--- config.mk ---
export PLATFORM = sky130hd
export DESIGN_NAME = boot_loader
export DESIGN_NICKNAME = d
export VERILOG_FILES = /design/src/rtl/boot_pkg.sv /design/src/rtl/boot_word_packer.sv /design/src/rtl/boot_loader.sv
export SDC_FILE = /design/constraint.sdc
export NUM_CORES = 1
export LEC_CHECK = 0
export BUFFER_PORTS_ARGS = -buffer_cell sky130_fd_sc_hd__buf_2
export CORE_ASPECT_RATIO = 0.75
export CORE_UTILIZATION = 50
export DETAILED_ROUTE_END_ITERATION = 10
export HOLD_SLACK_MARGIN = 0.03
export PLACE_DENSITY_LB_ADDON = 0.12
export SLEW_MARGIN = 0
export SYNTH_ARGS = -nofsm -noshare
export SYNTH_HDL_FRONTEND = slang
export SYNTH_SLANG_ARGS = --single-unit
export TNS_END_PERCENT = 50
--- constraint.sdc ---
create_clock -name clk -period 3.7 [get_ports clk]
set_clock_uncertainty 0.1 [all_clocks]
set_input_delay 0.74 -clock clk [delete_from_list [all_inputs] [get_ports clk]]
set_output_delay 0.74 -clock clk [all_outputs]
set_load 0.01 [all_outputs]
--- src/rtl/boot_pkg.sv ---
// Shared types and constants for the boot loader and its word packer.
package boot_pkg;

  localparam int LEN_BYTES  = 2;
  localparam int WORD_BYTES = 4;

  typedef enum logic [2:0] {
    S_LEN_HI = 3'd0,
    S_LEN_LO = 3'd1,
    S_DATA   = 3'd2,
    S_WRITE  = 3'd3,
    S_CSUM   = 3'd4,
    S_DONE   = 3'd5,
    S_ERROR  = 3'd6
  } boot_state_t;

endpackage

--- src/rtl/boot_word_packer.sv ---
// Collects stream bytes MSB first into a 32-bit word and flags the 4th byte.
module boot_word_packer
  import boot_pkg::*;
(
  input  logic        clk,
  input  logic        rst,
  input  logic        clear,
  input  logic        byte_valid,
  input  logic [7:0]  byte_in,
  output logic [31:0] word,
  output logic        word_full
);

  logic [1:0]  byte_cnt;
  logic [23:0] shreg;

  // The word is presented combinationally so the byte that completes it is included.
  assign word      = {shreg, byte_in};
  assign word_full = byte_valid && (byte_cnt == 2'(WORD_BYTES - 1));

  // Shift in accepted bytes; a write or reset discards any partial word.
  always_ff @(posedge clk) begin
    if (rst || clear) begin
      byte_cnt <= 2'd0;
      shreg    <= 24'd0;
    end else if (byte_valid) begin
      byte_cnt <= byte_cnt + 2'd1;
      shreg    <= {shreg[15:0], byte_in};
    end
  end

endmodule

--- src/rtl/boot_loader.sv ---
// Loads a length-prefixed, XOR-checksummed image into CPU memory and releases
// the CPU reset only when the checksum matches.
//
// state    | meaning
// S_LEN_HI | waiting for the high length byte
// S_LEN_LO | waiting for the low length byte, then range check
// S_DATA   | packing data bytes and accumulating the checksum
// S_WRITE  | one-cycle memory write of the packed word, input stalled
// S_CSUM   | waiting for the checksum byte
// S_DONE   | image accepted, CPU released (terminal)
// S_ERROR  | image rejected, CPU held (terminal)
module boot_loader
  import boot_pkg::*;
#(
  parameter logic [31:0] BASE_ADDR = 32'h0000_0000,
  parameter int          MAX_WORDS = 64
) (
  input  logic        clk,
  input  logic        rst,
  input  logic [7:0]  in_data,
  input  logic        in_valid,
  output logic        in_ready,
  output logic [31:0] mem_addr,
  output logic [31:0] mem_wdata,
  output logic        mem_write,
  output logic        cpu_rst,
  output logic        done,
  output logic        error
);

  localparam int IDX_W = $clog2(MAX_WORDS + 1);

  boot_state_t      state;
  logic [7:0]       len_hi;
  logic [15:0]      n_words;
  logic [15:0]      len_next;
  logic [IDX_W-1:0] idx;
  logic [7:0]       csum;
  logic             accept;
  logic             pack_valid;
  logic [31:0]      word;
  logic             word_full;

  // Ready only in byte-consuming states; reset forces it low immediately.
  always_comb begin
    in_ready = 1'b0;
    if (!rst) begin
      in_ready = (state == S_LEN_HI) || (state == S_LEN_LO) ||
                 (state == S_DATA)   || (state == S_CSUM);
    end
  end

  assign accept     = in_valid && in_ready;
  assign pack_valid = accept && (state == S_DATA);
  assign len_next   = {len_hi, in_data};

  boot_word_packer u_packer (
    .clk        (clk),
    .rst        (rst),
    .clear      (state == S_WRITE),
    .byte_valid (pack_valid),
    .byte_in    (in_data),
    .word       (word),
    .word_full  (word_full)
  );

  // Main sequencer with registered memory-port and status outputs.
  always_ff @(posedge clk) begin
    if (rst) begin
      state     <= S_LEN_HI;
      len_hi    <= 8'd0;
      n_words   <= 16'd0;
      idx       <= '0;
      csum      <= 8'd0;
      mem_write <= 1'b0;
      mem_addr  <= BASE_ADDR;
      mem_wdata <= 32'd0;
      cpu_rst   <= 1'b1;
      done      <= 1'b0;
      error     <= 1'b0;
    end else begin
      mem_write <= 1'b0;
      case (state)
        S_LEN_HI: begin
          if (accept) begin
            len_hi <= in_data;
            state  <= S_LEN_LO;
          end
        end
        S_LEN_LO: begin
          if (accept) begin
            n_words <= len_next;
            if ((len_next == 16'd0) || (len_next > 16'(MAX_WORDS))) begin
              error <= 1'b1;
              state <= S_ERROR;
            end else begin
              state <= S_DATA;
            end
          end
        end
        S_DATA: begin
          if (accept) begin
            csum <= csum ^ in_data;
            if (word_full) begin
              mem_write <= 1'b1;
              mem_addr  <= BASE_ADDR + (32'(idx) << 2);
              mem_wdata <= word;
              state     <= S_WRITE;
            end
          end
        end
        S_WRITE: begin
          idx <= idx + IDX_W'(1);
          if ((16'(idx) + 16'd1) == n_words) begin
            state <= S_CSUM;
          end else begin
            state <= S_DATA;
          end
        end
        S_CSUM: begin
          if (accept) begin
            if (in_data == csum) begin
              done    <= 1'b1;
              cpu_rst <= 1'b0;
              state   <= S_DONE;
            end else begin
              error <= 1'b1;
              state <= S_ERROR;
            end
          end
        end
        default: begin
        end
      endcase
    end
  end

endmodule
* Word level (Yosys, flattened, before mapping) *
Index checks and enable logic that the tools add are counted.

storage, ports and cells
  register bits = 111
  input bits = 11
  output and inout port bits = 69
  logic and storage cells = 70

operators by class
  $add $sub $neg = 3
  order comparisons = 1
  equality and inequality tests = 14
  multiplexer cells = 16
  bitwise operators = 3
  reduce and logical (&&, ||, !) cells = 20

operator list
  cell                 count
  $mux 3               7
  $eq 8x16->1          1
  $gt 16x7->1 const B  1
  $logic_not 16->1     1
  $pmux 3 s5           1
  $ne 2x2->1 const B   5
  $add 7x1->8 const B  1
  $eq 8x8->1           1
  $xor 8x8->8          1
  $add 7x1->7 const B  1
  $eq 3x2->1 const B   2
  $mux 1               6
  $reduce_and 2->1     3
  $reduce_and 3->1     2
  $reduce_and 6->1     1
  $logic_or 1x1->1     5
  $reduce_and 5->1     1
  $reduce_bool 5->1    1
  $ne 2x1->1 const B   2
  $eq 3x1->1 const B   1
  $eq 3x3->1 const B   1
  $logic_and 1x1->1    3
  $logic_not 3->1      1
  $reduce_or 3->1      1
  6 further kinds      7

* Longest topological paths before layout *
Gate-level depths: netlist of the first run.

  word-level depth = 11
  depth in mapped cells = 8
  gate-level depth less buffers = 6

* By module *
Synthesis of the first run repeated with hierarchy kept, for this count alone.

unflattened totals
  cells, all modules = 557
  area total of the unflattened synthesis = 4,807.1 µm²

modules (own cells, without submodules)
  module            instances  cells an instance  area an instance (µm²)  sequential area each (µm²)
  boot_loader       1          462                3,767.4                 1,701.6
  boot_word_packer  1          95                 1,039.7                 520.5

* Worst setup path before layout of the first run *
No wires, ideal clock.

  path type = in2out
  start point = input port rst
  end point = output port in_ready
  arrival = 1.397 ns
  required time = 2.860 ns
  slack = 1.463 ns
  cell stages on the path = 3
  buffers on the path = 2
  cell sequence = clkbuf_1 > clkbuf_1 > nor2_1

on the way
  longest elaborated chain between the ends = 1

RTL lines
  element             RTL line           source
  start: declaration  boot_loader.sv:19  input logic rst,
  $mux 1              boot_loader.sv:47  if (!rst) begin
  end: declaration    boot_loader.sv:22  output logic in_ready,

Every way passes these cells.

* Final worst setup path of the first run *
Same ends and word-level chain as after synthesis.

==> metrics list, run 1 <==
* Status: complete, but fails checks
- Async set-reset flop share out of synthesis: 0
- Worst slew margin relative to its limit: 0.345
* Antenna violations before repair: 0
- Entering global routing, the biggest net connects 85 pins.
- The HPWL after detailed placement is roughly 6.8 mm.
- Of the total power, combinational logic draws 0.061.
- Data on the critical path is required at its endpoint by around 2.9 ns.
- Setup violation total in the final timing report: 0
- Post-CTS Setup Inserts: 0
- Number of inserted filler cells in the final layout: 830
- Commonest cells in the netlist: 165 x nand2_1, 111 x dfxtp_1, 95 x a21oi_1
* Layout cell share with drive strength beyond 1: 0.128
- # port buffers: 54
- The share of the Yosys chip area taken by registers is 0.488.
* Failing checks: design-rule violations
- Register bit count reported by yosys: approximately 110
* Proportion of power drawn by flip-flops and latches: 0.521
* Total internal power: ~1800 µW
- # rows: 29
* Worst Max-Slew Pin Slew: ~0.98 ns
- The synthesized design spends more area on one cell type than any other, namely dfxtp_1.
* Cell type of the slowest stage on the worst timing path: buf_4
* Cells after synthesis: ~570
- After synthesis, the mean cell area works out to just under 8 µm².
* Number of cells upsized or downsized after cts: 0
- Maximum fanout count along the critical path: 84
- Reported net switching power: 564 µW
- Max Cap Violations: 0
* Ranking of synthesized cells by area: dfxtp_1 49%, nand2_1 14%, a21oi_1 10%, buf_4 4.3%, nand3_1 3.2%
- Count of cell types in the netlist: 42
- After detailed routing, the total wire length is between 10 and 15 mm.
* Fraction of power spent switching nets: 0.240
* Portion of total power attributed to the clock network: 0.418
* Count leader, synth: nand2_1
- TritonCTS built the clock tree.
- Most common flop cell mapped by yosys: dfxtp_1
- Clock Sinks: 111
* Cell-by-cell listing of the critical path: buf_2 > buf_4 > nor2_1 > buf_2
- Power comes to between 2000 and 2500 µW.
* Power per cell area: around 470 nW/µm²
- RSZ-0062 raised after global routing: no
* Setup_tns: 0 ns
- The die is 112 µm wide.
- After synthesis the cells add up to roughly 4500 µm².
- Classification of the worst setup path: input pin to output port
- Clock-pin slew was measured on the worst setup and hold paths at 0.07 ns.
- The count of pins over their slew limit is 0.
* CP arrival: 1.75 ns
* Count of pins on the block boundary: 80
* Endpoint class of the critical path: output port
* Maximum level of the CTS H-tree: 3
* Final hold violation count: 0
* Crit path time final: ~2.6 ns
* Hold crit path type: flop to flop
- Latest clock arrival within the worst-skew pair: ~0.35 ns
- Post-detailed-route via-to-cell ratio: about 5.3
- Multi-input logic area: between 2000 and 2500 µm²
* Root buffer cell: clkbuf_16
- Dividing the detail-routed wire length by the instance count gives 14.3 µm.
- DIE AREA: ~9500 µm²
- Standard cell core area: 8640 µm²
- In this run, synthesis inferred 0 flip-flops with an integrated enable.
* Maximum vdd ir drop: 0.243 mV
- Across the whole layout, storage elements account for between 2000 and 2500 µm².
* Area Overhead vs Synth: 10.9%
- Placer's final routability congestion estimate: between 0.8 and 0.9
- The number of buffers and inverters on the critical path is 3.
- Cell class contributing the biggest share of worst-path delay: buffers and inverters
* Die height: 84.6 µm
* Global-route congestion overflow total: 0
- Remaining antenna violation count after routing: 0
- For this block, the initial DRC count from the detailed router was about 290.
- In this run the static leakage power is around 0.0019 µW.
* CP startpoint kind: input pin
- The number of hold buffers added after CTS was 0.
* Routed vias: 3,802
* Overall fraction of global-route tracks in use: 0.230
- Counting along the longest clock path gives a buffer depth of 2.
- Buffers inserted during clock tree synthesis total 9.
- On the worst path, the slowest cell contributes a delay of roughly 0.64 ns.
- In this design, the critical path's most frequently occurring cell is buf_2.
- Remaining design rule violation count: 7
- Of the post-synthesis cell area, the dominant cell type holds 0.488.
- Layout Nets: 617
* Vias in the first global route: approximately 3,500
- The pre-antenna-repair detailed-routing pass consisted of 10 iterations.
- Post-route fraction of the period consumed by the critical path: 0.699
- Static timing analysis puts the maximum clock frequency at ~390 MHz.
- The first global-routing pass estimated between 15 and 20 mm of wire.
- Initial Util: 0.527
- Yosys printed 0 warnings.
- 0 antenna diodes ended up in the layout.
-- per-stage QoR --
step	hold WS [ns]	worst slack [ns]	instances	util	cell area [µm²]
floorplan	0.332	1.46	597	-	4640
global placement	0.342	1.07	701	0.549	4740
detailed placement	0.340	1.06	701	0.549	4740
CTS	0.356	1.06	717	0.584	5050
global route	0.374	0.872	717	0.584	5050
finish	0.351	1.11	717	0.584	5050
-- power by group through the flow --
stage | clock, µW | sequential, µW | combinational (µW)
2_1_floorplan | 0 | 1250 | 125
3_3_place_gp | 0 | 1250 | 139
3_5_place_dp | 0 | 1250 | 141
4_1_cts | 1000 | 1230 | 142
5_1_grt | 1050 | 1230 | 158
6_report | 983 | 1230 | 143
-- logic make-up after synthesis --
group	after synthesis	share of synthesized area
and+or+nand+nor	245	0.230
AOI/OAI and AO/OA	115	0.138
DFF	111	0.488
buffers and inverters	70	0.0811
xor gates and xnor gates	28	0.0539
adders and majority gates	2	0.00550
other	1	0.000824
muxes	1	0.00220
-- layer usage --
layer  GRT usage  part of all wire  vias up
li1            -                 -     1911
met3      0.0455             0.056       10
met5           0                 0        -
met4      0.0642            0.0095        0
met1       0.343              0.51     1755
met2       0.335              0.43      126
-- flip-flops by register name (all words and copies together), names as in the netlist --
name               cells
error                  1
cpu_rst                1
mem_write              1
done                   1
state                  3
u_packer.byte_cnt      2
csum                   8
len_hi                 8
idx                    7
mem_wdata             32
u_packer.shreg        24
n_words               16
mem_addr               7
-- path summary, 6_finish.rpt --
check	startpoint	to	slack, ns	cells after the start
worst min register to register	mem_wdata[27]	mem_wdata[27]	0.35	2
worst min-delay path	mem_wdata[27]	mem_wdata[27]	0.35	2
worst max-delay path	rst	in_ready	1.11	4
worst max register to register	state[0]	mem_wdata[8]	1.12	7
-- cell usage in the layout, fill, tap and decap left out, drive strengths merged, types with 4 or more instances in the layout --
cell type  count
nor2          19
nor4           4
xnor2         16
or3            4
nand4          5
dfxtp        111
nand2b         5
o21ai          5
nand3         29
a21oi         95
clkbuf        10
xor2          12
buf           60
inv           10
conb          25
nand2        165
-- layout make-up --
type	instances	share of cell area
clock buffers	10	0.0454
clock inverters	6	0.0149
inverters	6	0.00446
multi-input cells	416	0.406
flip-flops and latches	111	0.440
well taps	108	0.0268
repair buffers	60	0.0625
-- tightest hold or removal path: stages (launching register included) --
cell	delay [ns]
dfxtp_1	0.31
nand2_1	0.05
a21oi_1	0.05
Note: power is estimated with default switching activity, not from simulation.
==> inputs of run 2 (changes only) <==
Clock period 3.7 ns to 2.36 ns, I/O delays scaled along.
==> run 2 against run 1 <==
  * The run still ends with design-rule violations left
  * Die area stayed put
  * Final area is 0.37% higher
  * Clock-buffer cell count stayed put
  * Final cell count is 0.84% higher
  * Utilization is 0.22 points higher
  * Total power is 52% higher
  * Clock power is 43% higher
  * Critical path type is now flop to flop
  * Critical endpoint is now state[1]
==> metrics list, run 2 (same netlist as run 1, synthesis figures left out) <==
- Status: complete, but fails checks
- Failing checks: design-rule violations
- Commonest non-fill, non-tap cell in the layout: nand2_1
- In this run the worst path has a maximum fanout of 7.
- For this run, design rule violations remaining after detail routing come to 8.
* Classification of the worst setup path: flop to flop
- The first TritonRoute pass finished after 8 iterations.
* Post-CTS Setup Inserts: 0
* Fraction of power spent switching nets: 0.246
- Largest register FFs: 32
- Relative contribution of combinational cells to total power: 0.065
- The later pin in the worst-skew pair is clocked with a latency of between 0.3 and 0.4 ns.
* Die height: 84.6 µm
- Layout cell share with drive strength beyond 1: 0.137
- Initial Util: 0.527
- Clock Sinks: around 110
- Number of hold buffers added after cts: 0
- In this run the worst hold path is classified as input pin to flop.
* Worst slew margin relative to its limit: 0.432
- 0 antenna diodes ended up in the layout.
- Critical Path RT: between 2 and 2.5 ns
- The share of total power dissipated in the clock network is 0.396.
* Buffer depth of the longest clock path: 2
- Reg with most FFs: mem_wdata
- For this design the total switching power over the nets is 877 µW.
- The area growth from synthesis to layout is 11.4%.
* Largest registers ranked by flip-flop count: mem_wdata (32), u_packer.shreg (24), n_words (16)
- For this design the top-level I/O count stands at 80.
- In the final timing run, aggregate negative setup slack is 0 ns.
- Once the clock tree was built, the resizer swapped 0 gates to a different size.
* Total wirelength of the detailed-routed design: ~11 mm
- Power per cell area: approximately 700 nW/µm²
* # port buffers: 54
- In the final routed layout, each cell accounts on average for between 10 and 15 µm.
- Hpwl dp: 7.42 mm
- In this run the clock root is driven by a clkbuf_16.
- Vias in the first global route: about 3,600
- Crit path time final: 2.14 ns
- The worst-case IR drop observed on VDD is 0.355 mV.
- Area of placed instances: between 4000 and 5000 µm²
* Static Leak: between 0.0015 and 0.002 µW
- The first routing iteration left around 370 violations.
- For the pin with the worst max-slew slack, the measured transition is roughly 0.85 ns.
- CTS buffer count: 9
- In the finished design, the share of the clock period the worst path needs comes to 0.905.
- Overall fraction of global-route tracks in use: 0.237
- Maximum clock rate: ~470 MHz
- CP startpoint kind: flop
* Number of inserted filler cells in the final layout: just over 800
- Across all layers, the routed design uses between 3,000 and 4,000 vias.
- Area of all placed cells without fillers: about 5100 µm²
- The initialized floorplan defines 29 standard-cell rows.
- Clock tree from TritonCTS: done
* Worst Path Buf+Inv: 1
- For this run, the post-layout net count is around 620.
* Antenna violations before repair: 0
* Proportion of power drawn by flip-flops and latches: 0.540
- On the critical path, the stage with the largest delay is an instance of dfxtp_1.
- Clock-pin slew was measured on the worst setup and hold paths at roughly 0.080 ns.
* Cell class contributing the biggest share of worst-path delay: simple AND/OR/NAND/NOR gates
- Remaining antenna violation count after routing: 0
* RSZ-0062 raised after global routing: no
* Worst stage delay on the critical path: ~0.5 ns
- Dividing the detail-routed via count by the number of cells gives approximately 5.3.
- Cell-by-cell listing of the critical path: ha_1 > inv_1 > or3_1 > o2111ai_1 > nand2b_1 > o31a_1
* DIE AREA: between 9000 and 10,000 µm²
* Total internal power: 2690 µW
* Maximum level of the CTS H-tree: 3
- First-pass GRT wire length: around 18 mm
- Final hold violation count: 0
- Setup violations remaining at the end of the flow were counted as 0.
- Maximum number of pins on one net before global-route repair: 84
* Max Cap Violations: 0
- In the layout the commonest cells are 165 x nand2_1, 111 x dfxtp_1, 95 x a21oi_1, 54 x buf_2, 29 x nand3_1.
- The die is approximately 110 µm wide.
- Placer's final routability congestion estimate: slightly below 0.8
* Endpoint class of the critical path: flop
- Standard cell core area: 8640 µm²
- CP arrival: between 2 and 2.5 ns
- Pins Over Slew Limit: 0
* Global-route congestion overflow total: 0
-- run 2: cell count changes in the layout (fill, tap and decap cells not counted), sizes merged --
cell	previous run	this run
inv	10	8
buf	60	67
bufinv	1	0
clkinvlp	1	2
clkinv	0	1
-- run 2: area by class of cell --
class	instances	area, µm²	area share
inverter	6	22.5	0.00445
timing repair buffer	67	368	0.0726
clock inverter	5	41.3	0.00815
sequential	111	2220	0.439
multi-input combinational	416	2050	0.404
tap	108	135	0.0267
clock buffer	10	229	0.0452
-- run 2: worst reg2reg max path, cell delays in order, from the launching register on --
cell	delay, ns
dfxtp_1	0.50
ha_1	0.33
inv_1	0.09
or3_1	0.38
o2111ai_1	0.21
nand2b_1	0.14
o31a_1	0.29
-- run 2: worst paths after layout --
kind                                     from            end  slack, ns  depth (start not counted)
worst min-delay path                      rst        cpu_rst       0.28                          3
worst max-delay path                   idx[0]       state[1]       0.22                          6
worst min register to register  mem_wdata[23]  mem_wdata[23]       0.35                          2
worst max register to register         idx[0]       state[1]       0.22                          6
-- run 2: layer usage --
layer | routed length [µm] | GRT usage | vias up
met1 | 5310 | 0.340 | 1786
met2 | 4510 | 0.347 | 134
met3 | 720 | 0.0635 | 15
met4 | 153 | 0.0691 | 0
li1 | - | - | 1924
met5 | 0 | 0 | -
-- run 2: through the flow --
step | utilization | setup slack [ns] | std cells | hold slack [ns] | power [µW]
finish | 0.587 | 0.224 | 723 | 0.281 | 3560
global route | 0.587 | 0.105 | 723 | 0.296 | 3690
CTS | 0.587 | 0.231 | 723 | 0.275 | 3580
detailed placement | 0.555 | 0.181 | 708 | 0.346 | 2190
global placement | 0.555 | 0.221 | 708 | 0.335 | 2190
floorplan | - | 0.455 | 597 | 0.332 | 2150
-- run 2: power by group through the flow --
stage / registers [µW] / clock network [µW] / logic, µW
2_1_floorplan: 1950 / 0 / 196
3_3_place_gp: 1960 / 0 / 225
3_5_place_dp: 1970 / 0 / 227
4_1_cts: 1920 / 1430 / 228
5_1_grt: 1930 / 1510 / 255
6_report: 1920 / 1410 / 231
